===== config.mk =====
export PLATFORM = sky130hd
export DESIGN_NAME = mem_stage
export DESIGN_NICKNAME = d
export VERILOG_FILES = /design/src/rtl/core_types_pkg.sv /design/src/rtl/mem_load_align.sv /design/src/rtl/mem_stage.sv
export SDC_FILE = /design/constraint.sdc
export NUM_CORES = 1
export LEC_CHECK = 0
export CAP_MARGIN = 15
export CORE_ASPECT_RATIO = 1.1
export CORE_MARGIN = 5
export CORE_UTILIZATION = 34
export CTS_CLUSTER_SIZE = 28
export DETAILED_ROUTE_END_ITERATION = 8
export PLACE_DENSITY = 0.88
export SYNTH_ARGS = -nofsm -noshare
export SYNTH_HDL_FRONTEND = slang
export SYNTH_SLANG_ARGS = --single-unit

===== constraint.sdc =====
create_clock -name Clock -period 1.9 [get_ports Clock]
set_clock_uncertainty 0.15 [all_clocks]
set_input_delay 0.19 -clock Clock [delete_from_list [all_inputs] [get_ports Clock]]
set_output_delay 0.19 -clock Clock [all_outputs]
set_load 0.05 [all_outputs]

===== src/rtl/core_types_pkg.sv =====
// Shared pipeline types for the memory stage: stage bundles, FSM states, func3 encodings
// and the byte-lane helpers used to build store requests.
package core_types_pkg;

  typedef struct packed {
    logic [31:0] rs2;
    logic [4:0]  rd;
    logic [31:0] result;
    logic        Wmem;
    logic        Rmem;
    logic        Wreg;
    logic [2:0]  func3;
  } EXE_out_t;

  typedef struct packed {
    logic [4:0]  rd;
    logic [31:0] data;
    logic        Wreg;
  } MEM_out_t;

  typedef enum logic [0:0] {IDLE, WAIT_R} mem_state_t;

  localparam logic [2:0] F3_B  = 3'b000;
  localparam logic [2:0] F3_H  = 3'b001;
  localparam logic [2:0] F3_W  = 3'b010;
  localparam logic [2:0] F3_BU = 3'b100;
  localparam logic [2:0] F3_HU = 3'b101;

  function automatic logic [3:0] be_gen(input logic [2:0] func3, input logic [1:0] a);
    logic [3:0] be;
    case (func3[1:0])
      F3_B[1:0]: be = 4'b0001 << a;
      F3_H[1:0]: be = 4'b0011 << {a[1], 1'b0};
      default:   be = 4'b1111;
    endcase
    return be;
  endfunction

  // Store data is replicated across lanes so the byte enables alone pick the target.
  function automatic logic [31:0] wdata_gen(input logic [2:0] func3, input logic [31:0] rs2);
    logic [31:0] wd;
    case (func3[1:0])
      F3_B[1:0]: wd = {4{rs2[7:0]}};
      F3_H[1:0]: wd = {2{rs2[15:0]}};
      default:   wd = rs2;
    endcase
    return wd;
  endfunction

endpackage


===== src/rtl/mem_load_align.sv =====
// Load data formatter: picks the addressed byte/halfword lane and sign- or zero-extends it.
module mem_load_align
  import core_types_pkg::*;
(
  input  logic [31:0] rdata,
  input  logic [2:0]  func3,
  input  logic [1:0]  a,
  output logic [31:0] data
);

  logic [7:0]  w_byte;
  logic [15:0] w_half;
  logic        w_sext;

  always_comb begin
    w_byte = 8'h00;
    unique case (a)
      2'd0: w_byte = rdata[7:0];
      2'd1: w_byte = rdata[15:8];
      2'd2: w_byte = rdata[23:16];
      2'd3: w_byte = rdata[31:24];
    endcase
  end

  assign w_half = a[1] ? rdata[31:16] : rdata[15:0];
  assign w_sext = ~func3[2];

  always_comb begin
    case (func3[1:0])
      F3_B[1:0]: data = {{24{w_sext & w_byte[7]}}, w_byte};
      F3_H[1:0]: data = {{16{w_sext & w_half[15]}}, w_half};
      default:   data = rdata;
    endcase
  end

endmodule


===== src/rtl/mem_stage.sv =====
// Memory-access pipeline stage over a req/gnt/rvalid data bus.
// Optional MEM_MISALIGN_TRAP_EN: misaligned half/word accesses are dropped and flagged.
module mem_stage
  import core_types_pkg::*;
#(
  parameter int unsigned RVALID_TIMEOUT = 0
) (
  input  logic        Clock,
  input  logic        nReset,
  input  EXE_out_t    ex_in,
  output logic        dmem_req,
  output logic        dmem_we,
  output logic [31:0] dmem_addr,
  output logic [3:0]  dmem_be,
  output logic [31:0] dmem_wdata,
  input  logic        dmem_gnt,
  input  logic        dmem_rvalid,
  input  logic [31:0] dmem_rdata,
  output logic        stall,
  output MEM_out_t    MEM_out,
`ifdef MEM_MISALIGN_TRAP_EN
  output logic        mem_misalign,
`endif
  output logic        mem_bus_err
);

  mem_state_t  r_state;
  logic [31:0] r_cnt;
  logic [4:0]  r_rd;
  logic [2:0]  r_f3;
  logic [1:0]  r_a;
  logic        r_wreg;

  logic        w_mem_op;
  logic        w_misalign;
  logic        w_timeout;
  logic [31:0] w_load_data;

  assign w_mem_op = ex_in.Wmem | ex_in.Rmem;

`ifdef MEM_MISALIGN_TRAP_EN
  assign w_misalign = w_mem_op &&
                      (((ex_in.func3[1:0] == F3_H[1:0]) && ex_in.result[0]) ||
                       (ex_in.func3[1] && (ex_in.result[1:0] != 2'b00)));
`else
  assign w_misalign = 1'b0;
`endif

  assign w_timeout = (RVALID_TIMEOUT != 0) && (r_state == WAIT_R) && !dmem_rvalid &&
                     (r_cnt == RVALID_TIMEOUT - 1);

  assign dmem_addr  = {ex_in.result[31:2], 2'b00};
  assign dmem_be    = be_gen(ex_in.func3, ex_in.result[1:0]);
  assign dmem_wdata = wdata_gen(ex_in.func3, ex_in.rs2);

  always_comb begin
    dmem_req = 1'b0;
    dmem_we  = 1'b0;
    stall    = 1'b0;
    unique case (r_state)
      IDLE: begin
        if (w_mem_op && !w_misalign) begin
          dmem_req = 1'b1;
          dmem_we  = ex_in.Wmem;
          // A granted load still stalls: its data arrives in WAIT_R.
          stall    = ex_in.Wmem ? !dmem_gnt : 1'b1;
        end
      end
      WAIT_R: stall = !dmem_rvalid && !w_timeout;
    endcase
  end

  mem_load_align u_load_align (
    .rdata (dmem_rdata),
    .func3 (r_f3),
    .a     (r_a),
    .data  (w_load_data)
  );

  always_ff @(posedge Clock or negedge nReset) begin
    if (!nReset) begin
      r_state     <= IDLE;
      r_cnt       <= '0;
      r_rd        <= '0;
      r_f3        <= '0;
      r_a         <= '0;
      r_wreg      <= 1'b0;
      MEM_out     <= '0;
      mem_bus_err <= 1'b0;
`ifdef MEM_MISALIGN_TRAP_EN
      mem_misalign <= 1'b0;
`endif
    end else begin
      mem_bus_err <= 1'b0;
`ifdef MEM_MISALIGN_TRAP_EN
      mem_misalign <= w_misalign && (r_state == IDLE);
`endif
      unique case (r_state)
        IDLE: begin
          if (w_misalign) begin
            MEM_out.Wreg <= 1'b0;
          end else if (ex_in.Wmem) begin
            if (dmem_gnt) MEM_out <= '{ex_in.rd, ex_in.result, 1'b0};
            else          MEM_out.Wreg <= 1'b0;
          end else if (ex_in.Rmem) begin
            MEM_out.Wreg <= 1'b0;
            if (dmem_gnt) begin
              r_rd    <= ex_in.rd;
              r_f3    <= ex_in.func3;
              r_a     <= ex_in.result[1:0];
              r_wreg  <= ex_in.Wreg;
              r_cnt   <= '0;
              r_state <= WAIT_R;
            end
          end else begin
            MEM_out <= '{ex_in.rd, ex_in.result, ex_in.Wreg};
          end
        end
        WAIT_R: begin
          if (dmem_rvalid) begin
            MEM_out <= '{r_rd, w_load_data, r_wreg};
            r_state <= IDLE;
          end else if (w_timeout) begin
            MEM_out     <= '{r_rd, 32'h0, 1'b0};
            mem_bus_err <= 1'b1;
            r_state     <= IDLE;
          end else begin
            MEM_out.Wreg <= 1'b0;
            r_cnt        <= r_cnt + 32'd1;
          end
        end
      endcase
    end
  end

endmodule


==> results of run 1 <==
==> critical path, stage by stage, from the launching register on <==
cell and delay (ns):
dfrtp_1 0.49, o31a_1 0.37, inv_2 0.19, buf_6 0.19
==> where the power goes <==
part	internal (uW)	leakage (uW)	switching (uW)	total, uW
Sequential	1290	0.000593	166	1460
Clock	489	0.0000698	421	909
Combinational	1270	0.00211	1870	3140
Total	3060	0.00277	2450	5510
==> stage by stage <==
stage                     setup slack, ns  cell area, sq um  TNS [ns]
after floorplan                    0.0403              3660         0
after detailed placement           -0.183              6310     -1.96
final                              0.0209              6500         0
after global placement             -0.149              6310    -0.375
after global routing              -0.0304              6500   -0.0834
after CTS                          0.0320              6470         0
==> flip-flops by register name, indices dropped and copies added (netlist names) <==
register / cells
MEM_out: 38
r_rd: 5
r_f3: 3
r_a: 2
r_state: 1
r_wreg: 1
==> per-layer routing <==
layer  share of wire [%]  global-route usage [%]  vias up
met5               0.049                       0        -
met4                 2.1                    5.52        2
met3                  10                    6.49       36
met2                  51                    38.0      224
met1                  37                    25.3     1788
li1                    -                       -     1784
==> final timing paths <==
kind	end	slack, ns
min in group Clock	r_f3[2]	0.32
setup reg to reg	MEM_out[21]	0.04
max in group asynchronous	MEM_out[3]	0.72
setup / recovery	stall	0.02
hold / removal	MEM_out[29]	0.30
hold reg to reg	MEM_out[26]	0.34
==> logic make-up after synthesis <==
logic type | after synthesis
multiplexers | 58
flip-flops | 50
AO/OA/AOI/OAI | 99
buffers and inverters | 75
other | 1
AND/OR/NAND/NOR | 124
==> final cells by class <==
type | count | area (sq um) | area share, %
multi-input combinational | 284 | 1960 | 30.1
clock inverter | 3 | 21.3 | 0.327
timing repair buffer | 252 | 2940 | 45.2
sequential | 50 | 1250 | 19.3
tap | 143 | 179 | 2.75
clock buffer | 5 | 125 | 1.93
inverter | 6 | 22.5 | 0.347
==> placed cells by master, fill, tap and decap left out, types with 2 or more instances in the layout <==
master / netlist / layout
o211ai_2: 10 / 10
clkbuf_16: 0 / 5
and2_1: 2 / 2
nor2b_1: 8 / 8
nand2_1: 30 / 30
a21boi_2: 0 / 2
o211ai_1: 6 / 6
a21boi_1: 0 / 3
mux2_2: 32 / 32
clkdlybuf4s50_1: 0 / 136
dfrtp_1: 50 / 49
buf_6: 0 / 2
o311a_1: 5 / 5
nand3_1: 18 / 18
buf_12: 0 / 56
o22ai_1: 8 / 8
nor3b_1: 6 / 6
a21oi_1: 21 / 21
nor2_1: 40 / 40
a21boi_0: 7 / 2
o21ai_0: 26 / 18
o21bai_1: 2 / 2
buf_4: 42 / 56
o21ai_1: 0 / 8
mux2i_1: 24 / 24
inv_1: 4 / 4
nand2b_1: 12 / 11
a21o_1: 3 / 3
conb_1: 1 / 3
==> what timing repair did <==
item	4_1_cts	5_1_grt
hold buffers	1	0
hold endpoints to repair	22	0
gates resized for setup	2	10
setup buffers	0	1
gates cloned	0	0
setup endpoints to repair	2	10
==> results.sh, run 1 <==
export IMPL_whs_ns=0.300
export IMPL_area_growth_pct=78.0
export IMPL_ys_top_cells_by_count="50 x dfrtp_1, 42 x buf_4, 40 x nor2_1"
export IMPL_cts_tree="yes"
export IMPL_utilization_pct=62.2
export IMPL_status="completed"
export IMPL_dieWidth_microns=109
export IMPL_hp_class="in -> async"
export IMPL_grt_max_degree=38
export IMPL_synth_compound_area_share_pct=19.5
export IMPL_io_pins=221
export IMPL_crit_start="r_state"
export IMPL_finalNetCount=710
export IMPL_p_per_area_nw_per_um2=848
export IMPL_post_synth_mux_area_share_pct=17.2
export IMPL_syn_avg_cell_area_sq_um=8.97
export IMPL_grt_pass1_wl_mm=22.2
export IMPL_hold_viol=0
export IMPL_yosys_register_bits=50
export IMPL_antenna_found_initial=1
export IMPL_drc=0
export IMPL_grt_pass1_vias=4115
export IMPL_clk_path_buf_depth=2
export IMPL_clk_latency_ns=0.30
export IMPL_setup_viol=0
export IMPL_worstPathArrival_ns=1.54
export IMPL_yosysSeqAreaShare_pct=34.3
export IMPL_yosysUniqueCellTypes=48
export IMPL_cp_start_kind="register"
export IMPL_core_area_sq_um=10400
export IMPL_clock_sinks=50
export IMPL_cp_end_kind="output port"
export IMPL_n_fill_cell=883
export IMPL_wire_per_inst_microns=19.3
export IMPL_instances_no_fill=743
export IMPL_critPathRequiredTime_ns=1.56
export IMPL_synth_main_ff_cell="dfrtp_1"
export IMPL_clkTransAtPathRegs_ns=0.07
export IMPL_start_util_pct=35.0
export IMPL_dp_cells=733
export IMPL_timing_worst_setup_path_type="reg -> out"
export IMPL_die_area_sq_um=12900
export IMPL_worst_slew_pin_slew_ns=0.581
export IMPL_synthXorXnorAreaFrac_pct=0
export IMPL_vias_per_cell=5.16
export IMPL_portBuffers=217
export IMPL_critPathMaxFanout=9
export IMPL_slew_headroom_pct=61.2
export IMPL_antennaDiodeCount=0
export IMPL_p_leak_uw=0.00277
export IMPL_r2r_cells=5
export IMPL_synth_simple_gate_area_share_pct=16.2
export IMPL_cts_max_level=2
export IMPL_fmax_mhz=532
export IMPL_peakVddDrop_uv=418
export IMPL_cts_root_buf="clkbuf_16"
export IMPL_netlist_instances=407
export IMPL_cts_buffers=5
export IMPL_synth_most_common_cell="dfrtp_1"
export IMPL_r2r_start="r_a[0]"
export IMPL_synthAdderAreaFrac_pct=0
export IMPL_drive_gt1_share_pct=29.5
export IMPL_maxCapViolations=0
export IMPL_place_gp_congestion=0.877
export IMPL_synthesis_area_sq_um=3650
export IMPL_synth_edff_count=0
export IMPL_yosys_area_top_type_share_pct=34.3
export IMPL_synth_top_family_by_area="compound AO/OA/AOI/OAI gates"
export IMPL_rsz0062_at_grt="true"
export IMPL_yosys_warnings=0
export IMPL_ant_nets=0
export IMPL_overflow=0
export IMPL_drtPass1Iterations=5
export IMPL_wl_mm=14.4
export IMPL_slew_violations=0
export IMPL_drt_iter0_markers=189
export IMPL_grt_use_total_pct=21.6
export IMPL_finalCritPeriodShare_pct=98.9
export IMPL_die_height_microns=119
export IMPL_report_power_total_uw=5510
export IMPL_rows=39
export IMPL_yosysTopAreaCell="dfrtp_1"
export IMPL_num_vias=3834
export IMPL_synthTopCellsByArea="dfrtp_1 34%, mux2_2 9.9%, buf_4 8.6%"
export IMPL_detailed_place_hpwl_mm=11.7
export IMPL_async_reset_ff_share_pct=100
export IMPL_min_period_ns=1.88
Note: power is estimated with default switching activity, not from simulation.
==> run 2, diff against run 1 <==
- CORE_UTILIZATION: 34 -> 31
- PLACE_DENSITY: 0.88 -> 0.82
- TNS_END_PERCENT: default -> 30
==> run 2 against run 1 <==
  * Critical path depth decreased by 2
  * Design area increased by 1.3%
  * Sequential cell count unchanged
  * Worst setup slack improved by 0.035 ns
  * Global-route usage decreased by 2.1 points
  * Clock power increased by 3.7%
  * Utilization decreased by 4.9 points
  * Register-to-register slack improved by 0.04 ns
  * Sequential power about the same
  * Critical endpoint is now MEM_out[33]
==> results.sh, run 2 (same netlist as run 1, synthesis figures left out) <==
export IMPL_num_vias=3759
export IMPL_grt_use_total_pct=19.5
export IMPL_cp_num_buf_inv=1
export IMPL_io_pins=221
export IMPL_slew_violations=0
export IMPL_timing_worst_setup_path_type="reg -> out"
export IMPL_start_util_pct=31.8
export IMPL_fmax_mhz=542
export IMPL_worstPathArrival_ns=1.50
export IMPL_dieWidth_microns=113
export IMPL_max_stage_delay_ns=0.82
export IMPL_cp_top_family="buffers and inverters"
export IMPL_slew_headroom_pct=64.5
export IMPL_n_fill_cell=1007
export IMPL_top_regs="MEM_out (38), r_rd (5), r_f3 (3)"
export IMPL_antenna_found_initial=1
export IMPL_portBuffers=217
export IMPL_ant_nets=0
export IMPL_whs_ns=0.171
export IMPL_dp_cells=750
export IMPL_wl_mm=14.1
export IMPL_cp_cell_sequence="clkdlybuf4s50_1"
export IMPL_place_gp_congestion=0.866
export IMPL_clk_latency_ns=0.29
export IMPL_drt_iter0_markers=190
export IMPL_worst_slack_ns=0.0558
export IMPL_cts_buffers=5
export IMPL_maxCapViolations=0
export IMPL_finalCritPeriodShare_pct=97.1
export IMPL_final_common_cell="clkdlybuf4s50_1"
export IMPL_clk_path_buf_depth=2
export IMPL_cts_max_level=2
export IMPL_cp_start_kind="register"
export IMPL_peakVddDrop_uv=440
export IMPL_hold_viol=0
export IMPL_grt_max_degree=51
export IMPL_multiInputGateArea_sq_um=1940
export IMPL_report_power_total_uw=5540
export IMPL_instances_no_fill=762
export IMPL_die_height_microns=124
export IMPL_area_growth_pct=80.3
export IMPL_die_area_sq_um=14100
export IMPL_critPathMaxFanout=3
export IMPL_crit_slowest_cell="clkdlybuf4s50_1"
export IMPL_worst_slew_pin_slew_ns=0.531
export IMPL_drive_gt1_share_pct=30.4
export IMPL_cp_end_kind="output port"
export IMPL_status="completed"
export IMPL_min_period_ns=1.84
export IMPL_p_per_area_nw_per_um2=842
export IMPL_wire_per_inst_microns=18.6
export IMPL_vias_per_cell=4.93
export IMPL_critPathRequiredTime_ns=1.56
export IMPL_rrSetupSlack_ns=0.08
export IMPL_drc=0
export IMPL_p_leak_uw=0.00283
export IMPL_finalNetCount=721
export IMPL_seq_area_sq_um=1250
export IMPL_setup_tns_ns=0
export IMPL_dpl_worst_slack_ns=-0.0980
export IMPL_setup_viol=0
export IMPL_grt_pass1_wl_mm=21.9
export IMPL_clkTransAtPathRegs_ns=0.06
export IMPL_overflow=0
export IMPL_grt_pass1_vias=4007
export IMPL_clock_sinks=50
export IMPL_rows=41
export IMPL_hp_class="in -> reg"
export IMPL_largest_reg_flops=38
export IMPL_drtPass1Iterations=4
export IMPL_top_register="MEM_out"
export IMPL_cts_root_buf="clkbuf_16"
export IMPL_final_cell_mix="134 x clkdlybuf4s50_1, 69 x buf_4, 56 x buf_12"
export IMPL_cts_tree="yes"
export IMPL_core_area_sq_um=11500
export IMPL_detailed_place_hpwl_mm=11.7
==> run 2: cell types whose count changed in the layout (fill, tap and decap cells not counted), moves of 2 or more <==
cell / previous run / this run
a21boi_2: 2 / 0
buf_4: 56 / 69
clkdlybuf4s50_1: 136 / 134
o21ai_0: 18 / 24
o21ai_1: 8 / 2
==> run 2: repair_timing <==
action,in CTS,in global routing
hold buffers,1,0
pin swaps,0,0
setup buffers,1,1
setup endpoints to repair,3,7
resized for setup,3,5
endpoints found under the hold margin,50,0
==> run 2: layout make-up <==
cell class	instances	share of cell area, %
clock inverter	2	0.247
clock buffer	6	2.11
tap	150	2.85
multi-input combinational	284	29.5
sequential	50	19.0
inverter	6	0.342
antenna	1	0.0380
timing repair buffer	263	45.9
==> run 2: final timing paths <==
path,start,end,cells after the start
worst max-delay path,MEM_out[33],MEM_out[33],1
worst min-delay path,ex_in[5],r_state,3
worst max register to register,r_a[1],MEM_out[3],5
worst min register to register,MEM_out[26],MEM_out[26],2
max in group asynchronous,nReset,r_a[0],3
min in group asynchronous,nReset,r_rd[1],3
==> run 2: routing by layer <==
metal / part of all wire (%) / wire, microns / vias up / GRT usage [%]
met5: 0.092 / 13 / - / 0
met4: 0.87 / 123 / 2 / 3.91
met3: 8.4 / 1180 / 17 / 6.03
met2: 54 / 7580 / 156 / 35.7
met1: 37 / 5250 / 1774 / 22.3
li1: - / - / 1810 / -
==> run 2: worst min-delay path, delay by kind of cell <==
family                 cells  cell delay, ns
and+or+nand+nor            2            0.21
buffers and inverters      1            0.16
==> run 2: stage by stage <==
stage	util, %	cell area (sq um)
2_1_floorplan	-	3660
3_3_place_gp	55.6	6390
3_5_place_dp	55.6	6390
4_1_cts	57.2	6570
5_1_grt	57.3	6580
6_report	57.3	6580
==> run 2: power breakdown <==
| group | internal, uW | switching (uW) | leakage [uW] |
|---|---|---|---|
| logic | 1290 | 1830 | 0.00217 |
| clock network | 530 | 414 | 0.0000735 |
| registers | 1290 | 177 | 0.000592 |
| total | 3120 | 2420 | 0.00283 |
